## src/rtl/mul_mdc_job_sched_pkg.sv

```systemverilog
// Shared types and constants for the mul_mdc job sequencer.
`timescale 1ns/1ps
package mul_mdc_job_sched_package;

  // state    | meaning
  // ST_IDLE  | no job, waiting for start
  // ST_ISSUE | raising transfer requests until every channel has acked
  // ST_KICK  | one-cycle engine start
  // ST_WAIT  | collecting channel and engine completion flags
  // ST_NEXT  | advance addresses and tile index
  // ST_FINISH| one-cycle job-complete event
  typedef enum logic [2:0] {
    ST_IDLE,
    ST_ISSUE,
    ST_KICK,
    ST_WAIT,
    ST_NEXT,
    ST_FINISH
  } state_t;

  localparam int CH_A = 0;
  localparam int CH_B = 1;
  localparam int CH_C = 2;
  localparam int CH_D = 3;
  localparam int N_CH = 4;

  // Done mask layout: [N_CH-1:0] channel completions, [DONE_ENG] engine.
  localparam int DONE_W   = N_CH + 1;
  localparam int DONE_ENG = N_CH;

endpackage

```

## src/rtl/mul_mdc_job_addr_gen.sv

```systemverilog
// Per-channel address register: loads the base at job start and steps by
// the stride once per tile. Addition wraps modulo 2^AW.
`timescale 1ns/1ps
module mul_mdc_job_addr_gen #(
  parameter int AW = 32
) (
  input  logic          clk_i,
  input  logic          rst_i,
  input  logic          load_i,
  input  logic [AW-1:0] base_i,
  input  logic          add_i,
  input  logic [AW-1:0] stride_i,
  output logic [AW-1:0] addr_o
);

  // Address register; load wins over add.
  always_ff @(posedge clk_i) begin
    if (rst_i) begin
      addr_o <= '0;
    end else if (load_i) begin
      addr_o <= base_i;
    end else if (add_i) begin
      addr_o <= addr_o + stride_i;
    end
  end

endmodule

```

## src/rtl/mul_mdc_job_sched.sv

```systemverilog
// Job-level sequencer for the mul_mdc accelerator: walks N tiles, issuing
// transfer requests on channels a/b/c/d, kicking the engine, and gathering
// completions before advancing.
// Optional build macro: MUL_MDC_JOB_SCHED_PERF_CNT_EN adds cycles_o, a
// saturating count of busy cycles for the current/last job.
//
// state     | meaning
// ST_IDLE   | no job; start_i latches config
// ST_ISSUE  | req held per channel until its ack
// ST_KICK   | eng_start_o pulse
// ST_WAIT   | wait for all 5 done flags (sticky since ISSUE)
// ST_NEXT   | clear masks, step addresses, next tile or finish
// ST_FINISH | done_evt_o pulse, back to idle
`timescale 1ns/1ps
module mul_mdc_job_sched
  import mul_mdc_job_sched_package::*;
#(
  parameter int AW = 32,
  parameter int LW = 16
) (
  input  logic              clk_i,
  input  logic              rst_i,
  input  logic              clear_i,
  input  logic              start_i,
  input  logic [LW-1:0]     n_tiles_i,
  input  logic [LW-1:0]     tile_len_i,
  input  logic [AW-1:0]     stride_i,
  input  logic [4*AW-1:0]   base_addr_i,
  output logic [N_CH-1:0]   xfer_req_o,
  output logic [4*AW-1:0]   xfer_addr_o,
  output logic [LW-1:0]     xfer_len_o,
  input  logic [N_CH-1:0]   xfer_ack_i,
  input  logic [N_CH-1:0]   xfer_done_i,
  output logic              eng_start_o,
  input  logic              eng_done_i,
  output logic              busy_o,
  output logic [LW-1:0]     tile_idx_o,
  output logic              done_evt_o
`ifdef MUL_MDC_JOB_SCHED_PERF_CNT_EN
  ,
  output logic [31:0]       cycles_o
`endif
);

  state_t              state_q, state_d;
  logic                sclr;
  logic                start_acc;
  logic [N_CH-1:0]     ack_q;
  logic [DONE_W-1:0]   done_q;
  logic [N_CH-1:0]     ack_hit;
  logic [DONE_W-1:0]   done_in;
  logic                ack_all;
  logic                done_all;
  logic                last_tile;
  logic [LW-1:0]       n_tiles_q;
  logic [LW-1:0]       len_q;
  logic [AW-1:0]       stride_q;
  logic [LW-1:0]       tile_idx_q;
  logic                addr_load;
  logic                addr_add;

  // Soft clear behaves exactly like reset and beats a same-cycle start.
  assign sclr      = rst_i | clear_i;
  assign start_acc = (state_q == ST_IDLE) && start_i;

  assign ack_hit  = xfer_req_o & xfer_ack_i;
  assign ack_all  = &(ack_q | ack_hit);
  assign done_in  = {eng_done_i, xfer_done_i};
  assign done_all = &(done_q | done_in);
  // Compare one bit wider so n_tiles = 2^LW-1 never overflows the index.
  assign last_tile = (({1'b0, tile_idx_q} + (LW+1)'(1)) == {1'b0, n_tiles_q});

  assign xfer_len_o = len_q;
  assign tile_idx_o = tile_idx_q;

  // State register.
  always_ff @(posedge clk_i) begin
    if (sclr) begin
      state_q <= ST_IDLE;
    end else begin
      state_q <= state_d;
    end
  end

  // Next-state decode and Moore outputs.
  always_comb begin
    state_d     = state_q;
    xfer_req_o  = '0;
    eng_start_o = 1'b0;
    busy_o      = 1'b1;
    done_evt_o  = 1'b0;
    addr_load   = 1'b0;
    addr_add    = 1'b0;
    case (state_q)
      ST_IDLE: begin
        busy_o = 1'b0;
        if (start_i) begin
          addr_load = 1'b1;
          state_d   = (n_tiles_i == '0) ? ST_FINISH : ST_ISSUE;
        end
      end
      ST_ISSUE: begin
        xfer_req_o = ~ack_q;
        if (ack_all) state_d = ST_KICK;
      end
      ST_KICK: begin
        eng_start_o = 1'b1;
        state_d     = ST_WAIT;
      end
      ST_WAIT: begin
        if (done_all) state_d = ST_NEXT;
      end
      ST_NEXT: begin
        addr_add = 1'b1;
        state_d  = last_tile ? ST_FINISH : ST_ISSUE;
      end
      ST_FINISH: begin
        done_evt_o = 1'b1;
        state_d    = ST_IDLE;
      end
      default: state_d = ST_IDLE;
    endcase
  end

  // Job config latches, handshake masks and tile index.
  always_ff @(posedge clk_i) begin
    if (sclr) begin
      n_tiles_q  <= '0;
      len_q      <= '0;
      stride_q   <= '0;
      tile_idx_q <= '0;
      ack_q      <= '0;
      done_q     <= '0;
    end else begin
      case (state_q)
        ST_IDLE: begin
          if (start_acc) begin
            n_tiles_q  <= n_tiles_i;
            len_q      <= tile_len_i;
            stride_q   <= stride_i;
            tile_idx_q <= '0;
            ack_q      <= '0;
            done_q     <= '0;
          end
        end
        ST_ISSUE: begin
          ack_q  <= ack_q | ack_hit;
          done_q <= done_q | done_in;
        end
        ST_KICK, ST_WAIT: begin
          done_q <= done_q | done_in;
        end
        ST_NEXT: begin
          ack_q  <= '0;
          done_q <= '0;
          if (!last_tile) tile_idx_q <= tile_idx_q + LW'(1);
        end
        default: begin
        end
      endcase
    end
  end

  // One address generator per channel.
  for (genvar k = 0; k < N_CH; k++) begin : g_addr
    logic [AW-1:0] addr_k;
    mul_mdc_job_addr_gen #(.AW(AW)) u_addr (
      .clk_i    (clk_i),
      .rst_i    (sclr),
      .load_i   (addr_load),
      .base_i   (base_addr_i[k*AW +: AW]),
      .add_i    (addr_add),
      .stride_i (stride_q),
      .addr_o   (addr_k)
    );
    assign xfer_addr_o[k*AW +: AW] = addr_k;
  end

`ifdef MUL_MDC_JOB_SCHED_PERF_CNT_EN
  // Busy-cycle counter: zeroed at accepted start, saturating, held when idle.
  always_ff @(posedge clk_i) begin
    if (sclr) begin
      cycles_o <= '0;
    end else if (start_acc) begin
      cycles_o <= '0;
    end else if (busy_o && (cycles_o != '1)) begin
      cycles_o <= cycles_o + 32'd1;
    end
  end
`endif

endmodule
```

## config.mk

```make
export PLATFORM = sky130hd
export DESIGN_NAME = mul_mdc_job_sched
export DESIGN_NICKNAME = d
export VERILOG_FILES = /design/src/rtl/mul_mdc_job_sched_pkg.sv /design/src/rtl/mul_mdc_job_addr_gen.sv /design/src/rtl/mul_mdc_job_sched.sv
export SDC_FILE = /design/constraint.sdc
export NUM_CORES = 1
export LEC_CHECK = 0
export CORE_AREA = 2 2 179 181
export DETAILED_ROUTE_END_ITERATION = 10
export DIE_AREA = 0 0 181 183
export PLACE_DENSITY = 0.87
export SYNTH_ARGS = -nofsm -noshare
export SYNTH_HDL_FRONTEND = slang
export SYNTH_HIERARCHICAL = 1
export SYNTH_SLANG_ARGS = --single-unit
```

## constraint.sdc

```tcl
create_clock -name clk_i -period 8.8 [get_ports clk_i]
set_clock_uncertainty 0.2 [all_clocks]
set_input_delay 1.76 -clock clk_i [delete_from_list [all_inputs] [get_ports clk_i]]
set_output_delay 1.76 -clock clk_i [all_outputs]
set_load 0.01 [all_outputs]
```

==> reports/qor.csv <==
stage,metric,value,unit
critical_path,worstSetupEndpoint,g_addr[2].u_addr/addr_o[23],
placed_design,place_area,21300,µm²
logic_synthesis,synth-edff-count,0,
cts,cts-htree-levels,1,
critical_path,worstRegToRegCells,8,
logic_synthesis,synth-seq-cells,220,
outcome,status,completed,
critical_path,timing.rr.start,state_q[2],
logic_synthesis,synthFlopType,dfxtp_1,
cts,cts.sinks,220,
timing,slew_viol_final,0,
die,die_x,181,µm
global_routing,grt_use_total,0.400,
logic_synthesis,syn-instance-count,2383,
cts,root_buffer,clkbuf_16,
critical_path,cp-end-kind,register,
logic_synthesis,synth.distinct_cells,88,
final_layout,multiInputGateArea,12400,µm²
die,core-area,31200,µm²
logic_synthesis,syn_nets,2717,
placed_design,dpl.hpwl,50600,µm
drt,wl_met3,6150,µm
logic_synthesis,syn-cell-area,17600,µm²
logic_synthesis,synth_area_per_cell,7.41,µm²
timing,fin_crit_sh,0.600,
logic_synthesis,ys.warnings.count,6,
critical_path,worstSetupPathType,input port to register,
die,die-area,33100,µm²
drt,antenna_left,0,
die,start_util,0.565,
final_layout,drive_above_1_share,0.0455,
cts,clk_path_buf_depth,3,
power_and_ir_drop,power.leakage,8.87,nW
critical_path,cp.required,9.11,ns
drt,vias_per_cell,6.54,
critical_path,r2r_slack,4.15,ns
cts,clock_latency,0.57,ns
drt,drt_iter0_markers,2004,
die,ios,372,
timing,fmax,189,MHz
critical_path,critPathLaunchType,input port,
logic_synthesis,synth_mux_area_frac,0.0228,
cts,post_cts_buffers,0,
global_routing,grt_max_degree,134,
final_layout,filler_cell_count,2555,
power_and_ir_drop,power_density,125,nW/µm²
placed_design,port_buffers,371,
min_path,hold_path_class,register to register,
placed_design,gp_congestion,0.980,
final_layout,fin_nets,2974,
flow_run,drv_cap,0,
cts,cts_tree,done,
timing,tightest_slew,0.955,ns
timing,rsz0062_at_grt,false,
timing,setup_tns,0,ns
logic_synthesis,synth_compound_area_frac,0.297,
drt,dr_wl_met2,30900,µm
timing,setup_viol,0,
drt,routed_wire_length_per_instance,22.4,µm
global_routing,overflow,0,
global_routing,antenna_found_initial,11,
cts,clkTransAtPathRegs,0.06,ns
global_routing,grt_pass1_vias,19200,
timing,layout_min_cycle_time,5.28,ns
die,fp.dieH,183,µm
critical_path,cp_max_fo,114,
logic_synthesis,synth_top_family_by_area,compound AO/OA/AOI/OAI gates,
drt,drc_errors,0,
drt,highest_layer,met4,
logic_synthesis,synthAdderAreaFrac,0.0932,
critical_path,r2r_end,g_addr[1].u_addr/addr_o[23],
drt,wl_met1,27500,µm
final_layout,seqCellArea,4400,µm²
drt,drtPass1Iterations,7,
final_layout,area_growth,26.2,%
global_routing,grt_pass1_wl,106000,µm
drt,routed_wl,68900,µm
timing,max_slew_margin,0.364,
cts,post_cts_resized,0,
critical_path,cp_data_arrival_time,5.59,ns
power_and_ir_drop,finalPower,2.78,mW
cts,numCtsBuffers,26,
power_and_ir_drop,peakVddDrop,0.000178,V
logic_synthesis,synth_xor_area_frac,0.0496,
die,rows,65,
drt,vias,20100,
critical_path,worstSetupStartpoint,start_i,
cts,ctsHoldBuffers,0,
final_layout,final_area,22300,µm²
timing,hold_violations,0,
logic_synthesis,ys_seq_area_frac,0.250,
logic_synthesis,synth_async_sr_flop_share,0,
logic_synthesis,synth-simple-area-share,0.237,
==> Yosys cell counts, types with 9 or more instances <==
cell type,number,area (µm²)
a21oi_1,292,1460
nor2b_1,17,106
o221ai_1,12,105
nand4_1,55,344
dfxtp_1,220,4400
buf_1,22,82.6
a31oi_1,23,144
o21ai_0,87,435
a21oi_2,13,114
nand2_1,329,1230
nand3_1,45,225
ha_1,125,1560
xnor2_1,40,350
nor2_1,210,788
inv_1,69,259
a221oi_1,19,166
or3_1,27,169
and3_1,51,319
mux2i_1,39,390
clkbuf_1,99,372
a21o_1,53,398
xor2_1,60,526
a211oi_1,47,353
o22ai_1,32,200
and2_1,10,62.6
nand2b_1,12,75.1
o211ai_1,15,113
o31ai_1,12,90.1
a2111oi_0,9,78.8
buf_2,24,120
o21ai_1,22,110
nor3b_1,10,75.1
nor3_1,64,320
nor4_1,22,138
o21bai_1,16,120
a211o_1,9,78.8
and4_1,9,78.8
a41oi_1,9,78.8
o21a_1,15,113
==> layer usage <==
metal,vias to the layer above,GRT usage
met1,9498,0.497
met2,1028,0.651
met5,-,0
met3,243,0.0764
li1,9318,-
met4,0,0.230
==> stage by stage <==
stage	setup slack (ns)	util	cells	hold WS (ns)
after floorplan	4.57	-	2383	0.237
after global placement	3.22	0.683	3014	0.241
after detailed placement	3.16	0.683	3014	0.250
after CTS	3.71	0.712	3062	0.254
after global routing	3.37	0.713	3071	0.282
final	3.52	0.713	3072	0.255
==> cells in the final DEF (no fill, tap or decap), types with 23 or more instances in the layout <==
cell and n:
o21ai_0 87, inv_1 67, and3_1 51, o22ai_1 32, nand2_1 328, xnor2_1 40, xor2_1 60, a21o_1 53
clkbuf_16 26, dfxtp_1 220, a21oi_1 292, a211oi_1 47, clkdlybuf4s50_1 371, nand4_1 55, nand3_1 45, nor2_1 210
ha_1 125, nor3_1 64, mux2i_1 39, a31oi_1 23, or3_1 27
==> flip-flops by register name, summed over array words and instances, names as in the netlist <==
signal,flops
g_addr.u_addr/addr_o,128
stride_q,32
n_tiles_q,16
tile_idx_o,16
xfer_len_o,16
done_q,5
ack_q,4
state_q,3
==> where the power goes <==
part	internal, mW	switching (mW)
Clock	0.676	0.468
Sequential	1.03	0.0586
Combinational	0.246	0.295
==> area by class of cell <==
class	instances	area share
sequential	220	0.198
inverter	71	0.0126
clock inverter	12	0.00719
clock buffer	36	0.0332
tap	402	0.0226
timing repair buffer	380	0.170
multi-input combinational	1941	0.555
antenna	10	0.00112
==> cells by family after synthesis <==
logic type,count (synthesis)
buf+inv,222
mux,40
fa+ha+maj,129
simple gates,892
compound gates,780
xor+xnor,100
flops,220
==> worst min path at each step <==
stage               depth (start not counted)            end          start
floorplan                                   2      done_q[2]      done_q[2]
global placement                            2  xfer_len_o[8]  xfer_len_o[8]
detailed placement                          2  xfer_len_o[8]  xfer_len_o[8]
CTS                                         2  xfer_len_o[8]  xfer_len_o[8]
global route                                2  n_tiles_q[10]  n_tiles_q[10]
finish                                      2  xfer_len_o[8]  xfer_len_o[8]
==> critical path, cell delays in order <==
cell and delay (ns):
clkdlybuf4s50_1 0.43, nand2_2 0.06, buf_4 0.59, inv_8 0.39, buf_4 0.46, nor2_1 0.58
nand2_1 0.45, or4_1 0.61, nand3_1 0.08
(Power assumes the default switching activity.)
